## src/rtl/pipeline_pkg.sv

```systemverilog
// pipeline_pkg: shared widths, reset/bubble constants and next-PC source encoding
package pipeline_pkg;
    localparam int WORD_W = 32;
    localparam logic [WORD_W-1:0] NOP_INSTR = 32'h0000_0000;
    localparam logic [WORD_W-1:0] RESET_PC = 32'h0000_0000;
    typedef enum logic [1:0] {PCSRC_HOLD, PCSRC_SEQ, PCSRC_REDIRECT} pcSrc_e;
endpackage

```

## src/rtl/fetch_stage_if.sv

```systemverilog
// fetch_stage_if: hazard-unit controls, instruction-memory port, IF/ID outputs and perf counters
interface fetch_stage_if #(parameter int IMEM_AW = 10);
    import pipeline_pkg::*;
    logic stall;
    logic bubif;
    logic halt_req;
    logic [WORD_W-1:0] redirect_pc;
    logic [WORD_W-1:0] imem_rdata;
    logic [IMEM_AW-1:0] imem_addr;
    logic [WORD_W-1:0] pc_if;
    logic [WORD_W-1:0] ifid_instr;
    logic [WORD_W-1:0] ifid_pc4;
    logic ifid_valid;
    logic halted;
    logic [WORD_W-1:0] fetch_cnt;
    logic [WORD_W-1:0] stall_cnt;
    logic [WORD_W-1:0] flush_cnt;
    modport master (
        input stall, bubif, halt_req, redirect_pc, imem_rdata,
        output imem_addr, pc_if, ifid_instr, ifid_pc4, ifid_valid, halted,
        output fetch_cnt, stall_cnt, flush_cnt
    );
    modport slave (
        output stall, bubif, halt_req, redirect_pc, imem_rdata,
        input imem_addr, pc_if, ifid_instr, ifid_pc4, ifid_valid, halted,
        input fetch_cnt, stall_cnt, flush_cnt
    );
endinterface

```

## src/rtl/perf_counter.sv

```systemverilog
// perf_counter: enable-gated free-running counter that wraps at 2^WORD_W
module perf_counter
    import pipeline_pkg::*;
(
    input  logic              clk,
    input  logic              rst_n,
    input  logic              en,
    output logic [WORD_W-1:0] count
);
    always_ff @(posedge clk or negedge rst_n)
        if (!rst_n) count <= '0;
        else if (en) count <= count + 1'b1;
endmodule

```

## src/rtl/fetch_stage.sv

```systemverilog
// fetch_stage: PC register, next-PC select, IF/ID register, sticky halt and perf counters
module fetch_stage
    import pipeline_pkg::*;
#(
    parameter logic [WORD_W-1:0] RESET_PC = pipeline_pkg::RESET_PC,
    parameter int IMEM_AW = 10,
    parameter logic [WORD_W-1:0] NOP_INSTR = pipeline_pkg::NOP_INSTR
) (
    input logic clk,
    input logic rst_n,
    fetch_stage_if.master bus
);
    logic [WORD_W-1:0] pc, pcNext, pcPlus4, ifidInstr, ifidPc4;
    logic ifidValid, halted, active, bubble, loadIfid;
    pcSrc_e pcSrc;
    // active: this edge is not swallowed by an existing or incoming halt
    assign active = !halted && !bus.halt_req;
    assign bubble = !halted && (bus.halt_req || bus.bubif);
    assign pcPlus4 = pc + 32'd4;
    always_comb begin
        pcSrc = PCSRC_HOLD;
        if (active && bus.bubif) pcSrc = PCSRC_REDIRECT;
        else if (active && !bus.stall) pcSrc = PCSRC_SEQ;
    end
    assign loadIfid = pcSrc == PCSRC_SEQ;
    assign pcNext = pcSrc == PCSRC_REDIRECT ? (bus.redirect_pc & ~32'h3) :
                    pcSrc == PCSRC_SEQ ? pcPlus4 : pc;
    always_ff @(posedge clk or negedge rst_n)
        if (!rst_n) pc <= RESET_PC & ~32'h3;
        else pc <= pcNext;
    always_ff @(posedge clk or negedge rst_n)
        if (!rst_n) begin
            ifidInstr <= NOP_INSTR;
            ifidPc4 <= '0;
            ifidValid <= 1'b0;
        end else if (bubble) begin
            ifidInstr <= NOP_INSTR;
            ifidPc4 <= '0;
            ifidValid <= 1'b0;
        end else if (loadIfid) begin
            ifidInstr <= bus.imem_rdata;
            ifidPc4 <= pcPlus4;
            ifidValid <= 1'b1;
        end else if (halted) begin
            ifidValid <= 1'b0;
        end
    always_ff @(posedge clk or negedge rst_n)
        if (!rst_n) halted <= 1'b0;
        else if (bus.halt_req) halted <= 1'b1;
    perf_counter uFetchCnt (.clk(clk), .rst_n(rst_n), .en(loadIfid), .count(bus.fetch_cnt));
    perf_counter uStallCnt (.clk(clk), .rst_n(rst_n), .en(active && bus.stall), .count(bus.stall_cnt));
    perf_counter uFlushCnt (.clk(clk), .rst_n(rst_n), .en(active && bus.bubif), .count(bus.flush_cnt));
    assign bus.imem_addr = pc[IMEM_AW+1:2];
    assign bus.pc_if = pc;
    assign bus.ifid_instr = ifidInstr;
    assign bus.ifid_pc4 = ifidPc4;
    assign bus.ifid_valid = ifidValid;
    assign bus.halted = halted;
endmodule

```

## src/flat_wrapper.sv

```systemverilog
// flat-port wrapper written by rule: the top's interface ports become plain ports
module fetch_stage_flat import pipeline_pkg::*;
#(
    parameter logic [WORD_W-1:0] RESET_PC = pipeline_pkg::RESET_PC,
    parameter int IMEM_AW = 10,
    parameter logic [WORD_W-1:0] NOP_INSTR = pipeline_pkg::NOP_INSTR
)
  (clk, rst_n, bus_stall, bus_bubif, bus_halt_req, bus_redirect_pc, bus_imem_rdata, bus_imem_addr, bus_pc_if, bus_ifid_instr, bus_ifid_pc4, bus_ifid_valid, bus_halted, bus_fetch_cnt, bus_stall_cnt, bus_flush_cnt);
  fetch_stage_if #(.IMEM_AW(IMEM_AW)) bus_i ();
  input logic clk;
  input logic rst_n;
  input wire logic [$bits(bus_i.stall)-1:0] bus_stall;
  input wire logic [$bits(bus_i.bubif)-1:0] bus_bubif;
  input wire logic [$bits(bus_i.halt_req)-1:0] bus_halt_req;
  input wire logic [$bits(bus_i.redirect_pc)-1:0] bus_redirect_pc;
  input wire logic [$bits(bus_i.imem_rdata)-1:0] bus_imem_rdata;
  output wire logic [$bits(bus_i.imem_addr)-1:0] bus_imem_addr;
  output wire logic [$bits(bus_i.pc_if)-1:0] bus_pc_if;
  output wire logic [$bits(bus_i.ifid_instr)-1:0] bus_ifid_instr;
  output wire logic [$bits(bus_i.ifid_pc4)-1:0] bus_ifid_pc4;
  output wire logic [$bits(bus_i.ifid_valid)-1:0] bus_ifid_valid;
  output wire logic [$bits(bus_i.halted)-1:0] bus_halted;
  output wire logic [$bits(bus_i.fetch_cnt)-1:0] bus_fetch_cnt;
  output wire logic [$bits(bus_i.stall_cnt)-1:0] bus_stall_cnt;
  output wire logic [$bits(bus_i.flush_cnt)-1:0] bus_flush_cnt;
  assign bus_i.stall = bus_stall;
  assign bus_i.bubif = bus_bubif;
  assign bus_i.halt_req = bus_halt_req;
  assign bus_i.redirect_pc = bus_redirect_pc;
  assign bus_i.imem_rdata = bus_imem_rdata;
  assign bus_imem_addr = bus_i.imem_addr;
  assign bus_pc_if = bus_i.pc_if;
  assign bus_ifid_instr = bus_i.ifid_instr;
  assign bus_ifid_pc4 = bus_i.ifid_pc4;
  assign bus_ifid_valid = bus_i.ifid_valid;
  assign bus_halted = bus_i.halted;
  assign bus_fetch_cnt = bus_i.fetch_cnt;
  assign bus_stall_cnt = bus_i.stall_cnt;
  assign bus_flush_cnt = bus_i.flush_cnt;
  fetch_stage #(.RESET_PC(RESET_PC), .IMEM_AW(IMEM_AW), .NOP_INSTR(NOP_INSTR)) u_core (.clk(clk), .rst_n(rst_n), .bus(bus_i));
endmodule
```

## config.mk

```make
export PLATFORM = sky130hd
export DESIGN_NAME = fetch_stage_flat
export DESIGN_NICKNAME = d
export VERILOG_FILES = /design/src/rtl/pipeline_pkg.sv /design/src/rtl/fetch_stage_if.sv /design/src/rtl/perf_counter.sv /design/src/rtl/fetch_stage.sv /design/src/flat_wrapper.sv
export SDC_FILE = /design/constraint.sdc
export NUM_CORES = 1
export LEC_CHECK = 0
export ABC_AREA = 1
export CORE_MARGIN = 2
export CORE_UTILIZATION = 30
export CTS_BUF_LIST = sky130_fd_sc_hd__clkbuf_4 sky130_fd_sc_hd__clkbuf_8 sky130_fd_sc_hd__clkbuf_16
export DETAILED_ROUTE_END_ITERATION = 8
export SLEW_MARGIN = 20
export SYNTH_ARGS = -nofsm -noshare
export SYNTH_HDL_FRONTEND = slang
export SYNTH_SLANG_ARGS = --single-unit
```

## constraint.sdc

```tcl
create_clock -name clk -period 1.4 [get_ports clk]
set_input_delay 0.21 -clock clk [delete_from_list [all_inputs] [get_ports clk]]
set_output_delay 0.21 -clock clk [all_outputs]
set_load 0.03 [all_outputs]
```

==> metrics.md <==
| Metric | Value |
|---|---|
| Initial core utilization | `roughly 31%` |
| GRT overflow | `0` |
| CTS buffer count | `17` |
| CORE AREA | `33600 sq um` |
| Mapped Cells | `between 1k and 1.5k` |
| Layout cells sized above 1 | `42.7%` |
| CP Data Required Time | `1.72 ns` |
| Commonest non-fill, non-tap cell in the layout | `nand2_1` |
| Crit path capture type | `register` |
| Clock sink count | `around 190` |
| Most frequent cells in the layout | `nand2_1 (499), buf_4 (197), dfrtp_1 (109), inv_1 (93), buf_2 (91)` |
| Area grow syn2layout | `68.0%` |
| Final Hold Vio Count | `0` |
| Die area | `between 30000 and 40000 sq um` |
| Worst hold margin | `approximately 0.32 ns` |
| Util after Layout | `between 50% and 60%` |
| Fmax | `0.628 GHz` |
| Pin count of the biggest net entering global routing | `between 40 and 50` |
| Area used by multi-input combinational logic | `5910 sq um` |
| Clock root buffer | `clkbuf_16` |
| Die height | `around 190 microns` |
| RSZ-0062 raised after global routing | `true` |
| Period utilization | `114%` |
| Hold WC Path Type | `in2async` |
| H-tree Lvls | `4` |
| Worst Path Arrival | `approximately 1.9 ns` |
| Failing checks | `negative setup slack` |
| Worst-path maximum fanout | `24` |
| Peak VDD IR | `roughly 800 uV` |
| Vias in the first global route | `between 10k and 15k` |
| Die width | `approximately 190 microns` |
| I/O Pins | `about 270` |
| Max_cap viols | `0` |
| DRC Markers | `0` |
| Slew Limit Fails | `0` |
| Worst relative slew slack | `~65%` |
| Yosys warnings | `0` |
| Pwr Density | `between 700 and 800 nW/um^2` |
| Top cell type by total area after synthesis | `dfrtp_1` |
| Post-route insts no fill | `2326` |
| Register area share after synthesis | `between 40% and 50%` |
| First-pass GRT wire length | `around 55000 microns` |
| Async S/R FF share, synth | `100%` |
| ANT nets after route | `0` |
| Worst-path clk slew | `roughly 0.08 ns` |
| Critical path class | `reg2reg` |
| Setup crit start kind | `register` |
| Mapped Area | `10300 sq um` |
| Synthesis-stage register bit count | `about 190` |
| Final setup fails | `186` |
| Fill count | `between 3k and 4k` |
| EDFF count, synth | `0` |
| Main flop type after synthesis | `dfrtp_1` |
| DP Wirelength | `~26000 microns` |
| Register area | `approximately 4900 sq um` |
| Clock skew | `0.0118 ns` |
| Worst Tran Pin Value | `around 0.52 ns` |
| Vias per cell | `~4.6` |
| Via Count | `about 11k` |
| Fin Setup TNS | `-17.51 ns` |
| DRT iter0 DRCs | `530` |
| Placed Instances | `roughly 2.2k` |
| Setup ws final | `-0.192 ns` |
| Dominant cells by area after synthesis | `dfrtp_1 (47%), nand2_1 (21%), nor2_1 (6.4%)` |
| Mean Syn Cell Area | `~7.6 sq um` |
| Synth top area share | `a little under half` |
| Nets | `1935` |
| Port-buffer cells | `between 200 and 300` |
| GPL Wtd Cong | `just under 0.9` |
| Antenna violations before repair | `3` |
| Status | `finished with violations` |
| Distinct cells, synth | `33` |
| Total global-route track usage | `around 19%` |
| Worst-Skew Late Latency | `~0.45 ns` |
| Dpl ws | `-0.522 ns` |
| Final Routed Wirelength | `around 36000 microns` |
| Site row count | `67` |
| Wirelength per Cell | `15.4 microns` |
| Leak | `8.26 nW` |
| Final min period | `about 1.6 ns` |
| CTS tree | `done` |
| Clock buffer depth | `2` |
| 1st-pass router iterations | `5` |
cell type report:
class	count	share of cell area, %
diodes	3	0.0435
clock buffers	19	2.59
clock inverters	13	0.762
inverters	103	2.40
multi-input cells	1029	34.3
flip-flops and latches	191	28.3
well taps	448	3.25
repair buffers	520	28.4
cells by family after synthesis:
kind of cell / after synthesis / share of synthesized area (%)
AND/OR/NAND/NOR: 897 / 37.3
flip-flops: 191 / 46.6
buffers and inverters: 140 / 6.07
AO/OA/AOI/OAI: 71 / 4.94
XOR/XNOR: 54 / 4.61
adder cells (fa/ha/maj): 4 / 0.488
other: 1 / 0.0365
cells in the mapped netlist (3+ instances only):
cell        n
nand3_1    61
nor2_2      6
dfrtp_1   191
xnor2_1    22
nor2_1    174
nor2_4     10
o21bai_1    5
nand3b_1   38
a22o_1     33
nor3_1     18
o21ai_0    24
ha_1        4
inv_1     100
nand4_1    12
nand2_1   563
nand2_2     5
a21oi_1     3
buf_4      16
o211ai_1    6
xor2_1     32
buf_2      18
flip-flops by register name, summed over array words and instances, names as in the netlist:
signal / cells
u_core.bus.halted: 1
u_core.bus.ifid_instr: 32
u_core.bus.ifid_pc4: 31
u_core.bus.ifid_valid: 1
u_core.bus.pc_if: 30
u_core.uFetchCnt.count: 32
u_core.uFlushCnt.count: 32
u_core.uStallCnt.count: 32
worst max-delay path: stages, from the launching register on:
cell and delay [ns]:
dfrtp_2 0.44, nor2_8 0.16, nand3_4 0.19, buf_4 0.20, nand2_4 0.06, inv_4 0.06
buf_12 0.15, a22o_1 0.19
worst paths after layout:
path | cells after the start | endpoint | start | slack, ns
max | 7 | u_core.bus.ifid_instr[9] | u_core.bus.halted | -0.19
min | 2 | u_core.uFlushCnt.count[15] | rst_n | 0.32
max reg2reg | 7 | u_core.bus.ifid_instr[9] | u_core.bus.halted | -0.19
min reg2reg | 2 | u_core.bus.ifid_pc4[4] | u_core.bus.ifid_pc4[4] | 0.47
max in group asynchronous | 3 | u_core.bus.pc_if[11] | rst_n | 0.52
min in group clk | 3 | u_core.bus.pc_if[14] | bus_redirect_pc[14] | 0.33
routing by layer:
layer / global-route usage, % / vias to the layer above / share of wire, %
li1: - / 5284 / -
met1: 25.1 / 5085 / 44
met2: 31.8 / 287 / 48
met3: 3.93 / 52 / 4.8
met4: 7.57 / 0 / 2.8
met5: 0 / - / 0
timing repair:
item,CTS,global route
gates resized for setup,809,248
hold endpoints to repair,34,0
endpoints found under the setup margin,357,220
buffers inserted,21,55
hold buffers,1,0
cloned,1,5
pin swaps,20,74
power breakdown:
part / internal [mW] / total, mW / leakage [nW] / switching [mW]
combinational: 1.17 / 2.57 / 5.52 / 1.40
clock: 2.56 / 4.94 / 0.280 / 2.38
sequential: 5.77 / 6.06 / 2.46 / 0.295
per-stage QoR:
step           power (mW)  cell area [sq um]
3_5_place_dp         8.59              15200
2_1_floorplan        7.21              10500
5_1_grt              14.1              17200
6_report             13.6              17200
3_3_place_gp         8.56              15200
4_1_cts              13.5              15900
No activity file was read; power rests on OpenSTA's default activity.
==> variant 1, RTL diff (same settings) <==
`IMEM_AW` is set to 10 in 3 places; all go to 11.
--- a/src/rtl/fetch_stage_if.sv
+++ b/src/rtl/fetch_stage_if.sv
@@ -1,5 +1,5 @@
 // fetch_stage_if: hazard-unit controls, instruction-memory port, IF/ID outputs and perf counters
-interface fetch_stage_if #(parameter int IMEM_AW = 10);
+interface fetch_stage_if #(parameter int IMEM_AW = 11);
     import pipeline_pkg::*;
     logic stall;
     logic bubif;
--- a/src/rtl/fetch_stage.sv
+++ b/src/rtl/fetch_stage.sv
@@ -3,7 +3,7 @@
     import pipeline_pkg::*;
 #(
     parameter logic [WORD_W-1:0] RESET_PC = pipeline_pkg::RESET_PC,
-    parameter int IMEM_AW = 10,
+    parameter int IMEM_AW = 11,
     parameter logic [WORD_W-1:0] NOP_INSTR = pipeline_pkg::NOP_INSTR
 ) (
     input logic clk,
--- a/src/flat_wrapper.sv
+++ b/src/flat_wrapper.sv
@@ -2,7 +2,7 @@
 module fetch_stage_flat import pipeline_pkg::*;
 #(
     parameter logic [WORD_W-1:0] RESET_PC = pipeline_pkg::RESET_PC,
-    parameter int IMEM_AW = 10,
+    parameter int IMEM_AW = 11,
     parameter logic [WORD_W-1:0] NOP_INSTR = pipeline_pkg::NOP_INSTR
 )
   (clk, rst_n, bus_stall, bus_bubif, bus_halt_req, bus_redirect_pc, bus_imem_rdata, bus_imem_addr, bus_pc_if, bus_ifid_instr, bus_ifid_pc4, bus_ifid_valid, bus_halted, bus_fetch_cnt, bus_stall_cnt, bus_flush_cnt);
Interface: changed (resized bus_imem_addr); port bits go from 273 to 274. The function was not compared with the original's and may differ.
==> variant 1 against the unedited design <==
The run still ends with setup timing left. Total power up 1.0%. Sequential share of layout area up 0.81 points. Clock power up 2%. First-iteration DRC count up 7.5%. Area after synthesis about the same. Final area down 2.7%. Sequential cell count unchanged. Setup slack better by 45 ps. Wire length down 0.90%. Combinational power about the same. Worst hold slack worse by 54 ps. Highest routed layer unchanged.
==> variant 1: results <==
group,metric,value,unit
run_status,status,"finished, violations left",
run_status,violations,"setup timing",
timing,fin_skew,15.2,ps
timing,fin_ws,-147,ps
synth,synthAdderAreaFrac,0.487,%
critical_path,reg2reg_slack,-140,ps
critical_path,r2r_end,"u_core.bus.ifid_instr[15]",
cells_and_area,drive_gt1_share,40.7,%
placed_design,dp.cells,2216,
synth,synth_area_per_cell,7.56,um^2
synth,seq_area_frac_synth,46.5,%
cells_and_area,nets,1917,
global_routing,grt_antenna_before_repair,1,
cts,cts_setup_buffers,9,
timing,tns,-12630,ps
global_routing,grt_pass1_vias,10300,
placed_design,io_buffer_count,269,
synth,synthXorXnorAreaFrac,4.60,%
critical_path,reg2reg_depth,6,
synth,synthTopCellsByArea,"dfrtp_1, nand2_1, nor2_1",
cts,cts_resized,859,
cells_and_area,final_cells,2306,
placed_design,routabilityCongestion,0.891,
global_routing,grt_max_degree,39,
routing,drt_iter0_markers,570,
global_routing,grt_pass1_wl,54700,um
placed_design,hpwl,25800,um
timing,hold_slack,267,ps
critical_path,slowest_delay,470,ps
timing,finalSetupViolCount,188,
[variant 1: cell types whose count changed in the layout (fill, tap and decap cells not counted), moves of 5 or more]
cell and change:
buf_4 -5, o21ai_0 +10, nor2_1 +12, nor2_4 -13, nand2_1 +10, o21ai_2 -11, buf_12 -10, nand2_2 -6
[variant 1: per-layer routing]
metal,vias to the layer above,track usage [%],wire length (um)
li1,5245,-,-
met1,5043,25.9,16100
met2,273,31.2,17100
met3,42,3.24,1550
met4,0,6.49,821
met5,-,0,0
[variant 1: cell type report]
class                           count  area (um^2)
Antenna cell                        1         2.50
Clock inverter                     13          143
Inverter                          103          408
Fill cell                        3124        16800
Tap cell                          448          561
Clock buffer                       19          453
Timing Repair Buffer              502         4640
Sequential cell                   191         4890
Multi-Input combinational cell   1029         5690
[variant 1: power groups by stage]
stage / clock [mW] / combinational, mW / sequential, mW
after floorplan: 0 / 0.621 / 6.60
after global placement: 0 / 2.42 / 6.17
after detailed placement: 0 / 2.43 / 6.18
after CTS: 5.19 / 2.43 / 6.07
after global routing: 5.44 / 2.74 / 6.13
final: 5.05 / 2.56 / 6.09
[variant 1: how the worst max path moves through the flow]
stage                                          from                         end  slack, ps
after detailed placement               bus_halt_req        u_core.bus.pc_if[18]       -540
after global placement                 bus_halt_req        u_core.bus.pc_if[18]       -540
after global routing      u_core.uStallCnt.count[1]  u_core.uStallCnt.count[22]       -260
after floorplan                   u_core.bus.halted  u_core.uStallCnt.count[22]       -100
final                           u_core.bus.pc_if[3]            bus_imem_addr[1]       -150
after CTS                         u_core.bus.halted  u_core.uStallCnt.count[22]       -130
[variant 1: cells by family after synthesis]
logic type	count (synthesis)
AOI/OAI and AO/OA	71
xor gates and xnor gates	54
adders and majority gates	4
buffers and inverters	141
DFF	191
other	1
and+or+nand+nor	897
==> variant 2, RTL diff (same flow settings) <==
Without the edit above. Make the reset (`rst_n`) synchronous in 4 clocked blocks.
--- a/src/rtl/perf_counter.sv
+++ b/src/rtl/perf_counter.sv
@@ -7,7 +7,7 @@
     input  logic              en,
     output logic [WORD_W-1:0] count
 );
-    always_ff @(posedge clk or negedge rst_n)
+    always_ff @(posedge clk)
         if (!rst_n) count <= '0;
         else if (en) count <= count + 1'b1;
 endmodule
--- a/src/rtl/fetch_stage.sv
+++ b/src/rtl/fetch_stage.sv
@@ -25,10 +25,10 @@
     assign loadIfid = pcSrc == PCSRC_SEQ;
     assign pcNext = pcSrc == PCSRC_REDIRECT ? (bus.redirect_pc & ~32'h3) :
                     pcSrc == PCSRC_SEQ ? pcPlus4 : pc;
-    always_ff @(posedge clk or negedge rst_n)
+    always_ff @(posedge clk)
         if (!rst_n) pc <= RESET_PC & ~32'h3;
         else pc <= pcNext;
-    always_ff @(posedge clk or negedge rst_n)
+    always_ff @(posedge clk)
         if (!rst_n) begin
             ifidInstr <= NOP_INSTR;
             ifidPc4 <= '0;
@@ -44,7 +44,7 @@
         end else if (halted) begin
             ifidValid <= 1'b0;
         end
-    always_ff @(posedge clk or negedge rst_n)
+    always_ff @(posedge clk)
         if (!rst_n) halted <= 1'b0;
         else if (bus.halt_req) halted <= 1'b1;
     perf_counter uFetchCnt (.clk(clk), .rst_n(rst_n), .en(loadIfid), .count(bus.fetch_cnt));
Behaviour: differs if rst_n is asserted again (counterexample within 4 cycles, from zero or initial values and one cycle with rst_n low); with rst_n held inactive, the same outputs for 10 cycles.
==> variant 2 against the unedited design <==
The run still ends with setup timing left. Wire length rose by 0.24%. Final area is 5.9% lower. Core utilization rose by 1.5 points. Setup slack better by 24 ps. Worst hold slack worse by 66 ps. Sequential cell count shrank 1. Total power fell by 10%. Fmax is 1.5% higher. Area after synthesis decreased by 8.3%.
==> variant 2: results <==
group,metric,value,unit
routing,met2_length,17900,um
cells_and_area,drive_gt1_share,42.9,%
pwr,ir_drop,662,uV
routing,drt_iter0_markers,531,
critical_path,arrival,1880,ps
cts,clk_pin_slew_worst_paths,70,ps
synth,synthAdderAreaFrac,0.532,%
pwr,powerClk,5.28,mW
synth,synthCells,1459,
placed_design,routabilityCongestion,0.897,
min_path,hp-class,"input port to flop",
placed_design,hpwl,24900,um
routing,dr_wl_met3,2180,um
synth,yosysWarnings,0,
global_routing,grt_pass1_vias,10500,
global_routing,grt_antenna_before_repair,4,
synth,synth_compound_area_share,11.5,%
timing,tns,-5770,ps
placed_design,dpl-instance-area,14000,um^2
pwr,combPwrFrac,11.3,%
critical_path,cp_max_fo,5,
timing,fin_ws,-168,ps
routing,wl_met1,15300,um
global_routing,grt_pass1_wl,54200,um
global_routing,grt_usage,20.5,%
routing,drtPass1Iterations,5,
synth,yosys-top-cells-count,"nand2_1, nor2_1, dfxtp_1",
global_routing,met2_usage,35.7,%
synth,synthTopCellsByArea,"dfxtp_1, nand2_1, nor2_1",
cts,cts_inserted_buffers,17,
cells_and_area,nets,1987,
synth,synthArstFlopShare,0,%
run_status,status,"finished, violations left",
synth,synthDistinctLibCells,37,
routing,vias,11100,
pwr,p_leak,6.57,nW
placed_design,io_buffer_count,266,
synth,seq_area_frac_synth,40.4,%
global_routing,grt_max_degree,45,
die,fp.dieW,181,um
run_status,violations,"setup timing",
flow_run,cap_violations,0,
routing,drt-total-wl,36000,um
global_routing,globalRouteMet1Util,25.3,%
placed_design,dp.cells,2233,
timing,fin_skew,9.19,ps
global_routing,use_met3,4.78,%
pwr,clockPowerShare,43.4,%
cts,htree_num_levels,4,
synth,synthXorXnorAreaFrac,1.40,%
pwr,internal_power,9.06,mW
timing,finalSetupViolCount,95,
cts,ctsRootBufferMaster,"clkbuf_16",
placed_design,post-place-ws,-662,ps
cells_and_area,final_cells,2324,
routing,highest-signal-layer,"met5",
-- variant 2: cell types whose count changed in the layout (fill, tap and decap cells not counted), moves of 62 or more --
cell and delta:
a21oi_1 +87, dfrtp_2 -82, inv_1 +62, dfrtp_1 -109, dfxtp_1 +95, nand2_1 -138
dfxtp_2 +63
-- variant 2: final timing paths --
path | to | depth (start not counted) | start | slack, ps
worst max-delay path | u_core.bus.pc_if[28] | 10 | u_core.bus.pc_if[3] | -170
worst min-delay path | u_core.uStallCnt.count[19] | 4 | rst_n | 250
worst max register to register | u_core.bus.pc_if[28] | 10 | u_core.bus.pc_if[3] | -170
worst min register to register | u_core.bus.ifid_instr[13] | 2 | u_core.bus.ifid_instr[13] | 460
-- variant 2: cell families after synthesis --
| kind of cell | Yosys count |
|---|---|
| buffers and inverters | 224 |
| adder cells (fa/ha/maj) | 4 |
| XOR/XNOR | 15 |
| AND/OR/NAND/NOR | 819 |
| other | 1 |
| AO/OA/AOI/OAI | 206 |
| flip-flops | 190 |
-- variant 2: worst max-delay path, stage by stage (launching register included) --
cell and delay (ps):
dfxtp_4 380, ha_4 180, nand2_4 60, nor2_4 160, nand2_4 130, nor2_4 220, nand2_1 70, nand2_1 60
nand2_1 60, nand2_2 80, a21oi_2 50
-- variant 2: repair_timing --
item | 4_1_cts | 5_1_grt
setup endpoints to repair | 337 | 226
pin swaps | 72 | 109
gates cloned | 4 | 4
gates resized for setup | 746 | 385
hold buffers | 0 | 0
setup buffers | 20 | 37
-- variant 2: final cells by class --
cell class | instances | area (um^2)
Tap cell | 396 | 495
Timing Repair Buffer | 486 | 4440
Clock buffer | 20 | 472
Sequential cell | 190 | 4000
Fill cell | 2874 | 14500
Clock inverter | 11 | 150
Multi-Input combinational cell | 1049 | 6000
Antenna cell | 2 | 5.00
Inverter | 170 | 661
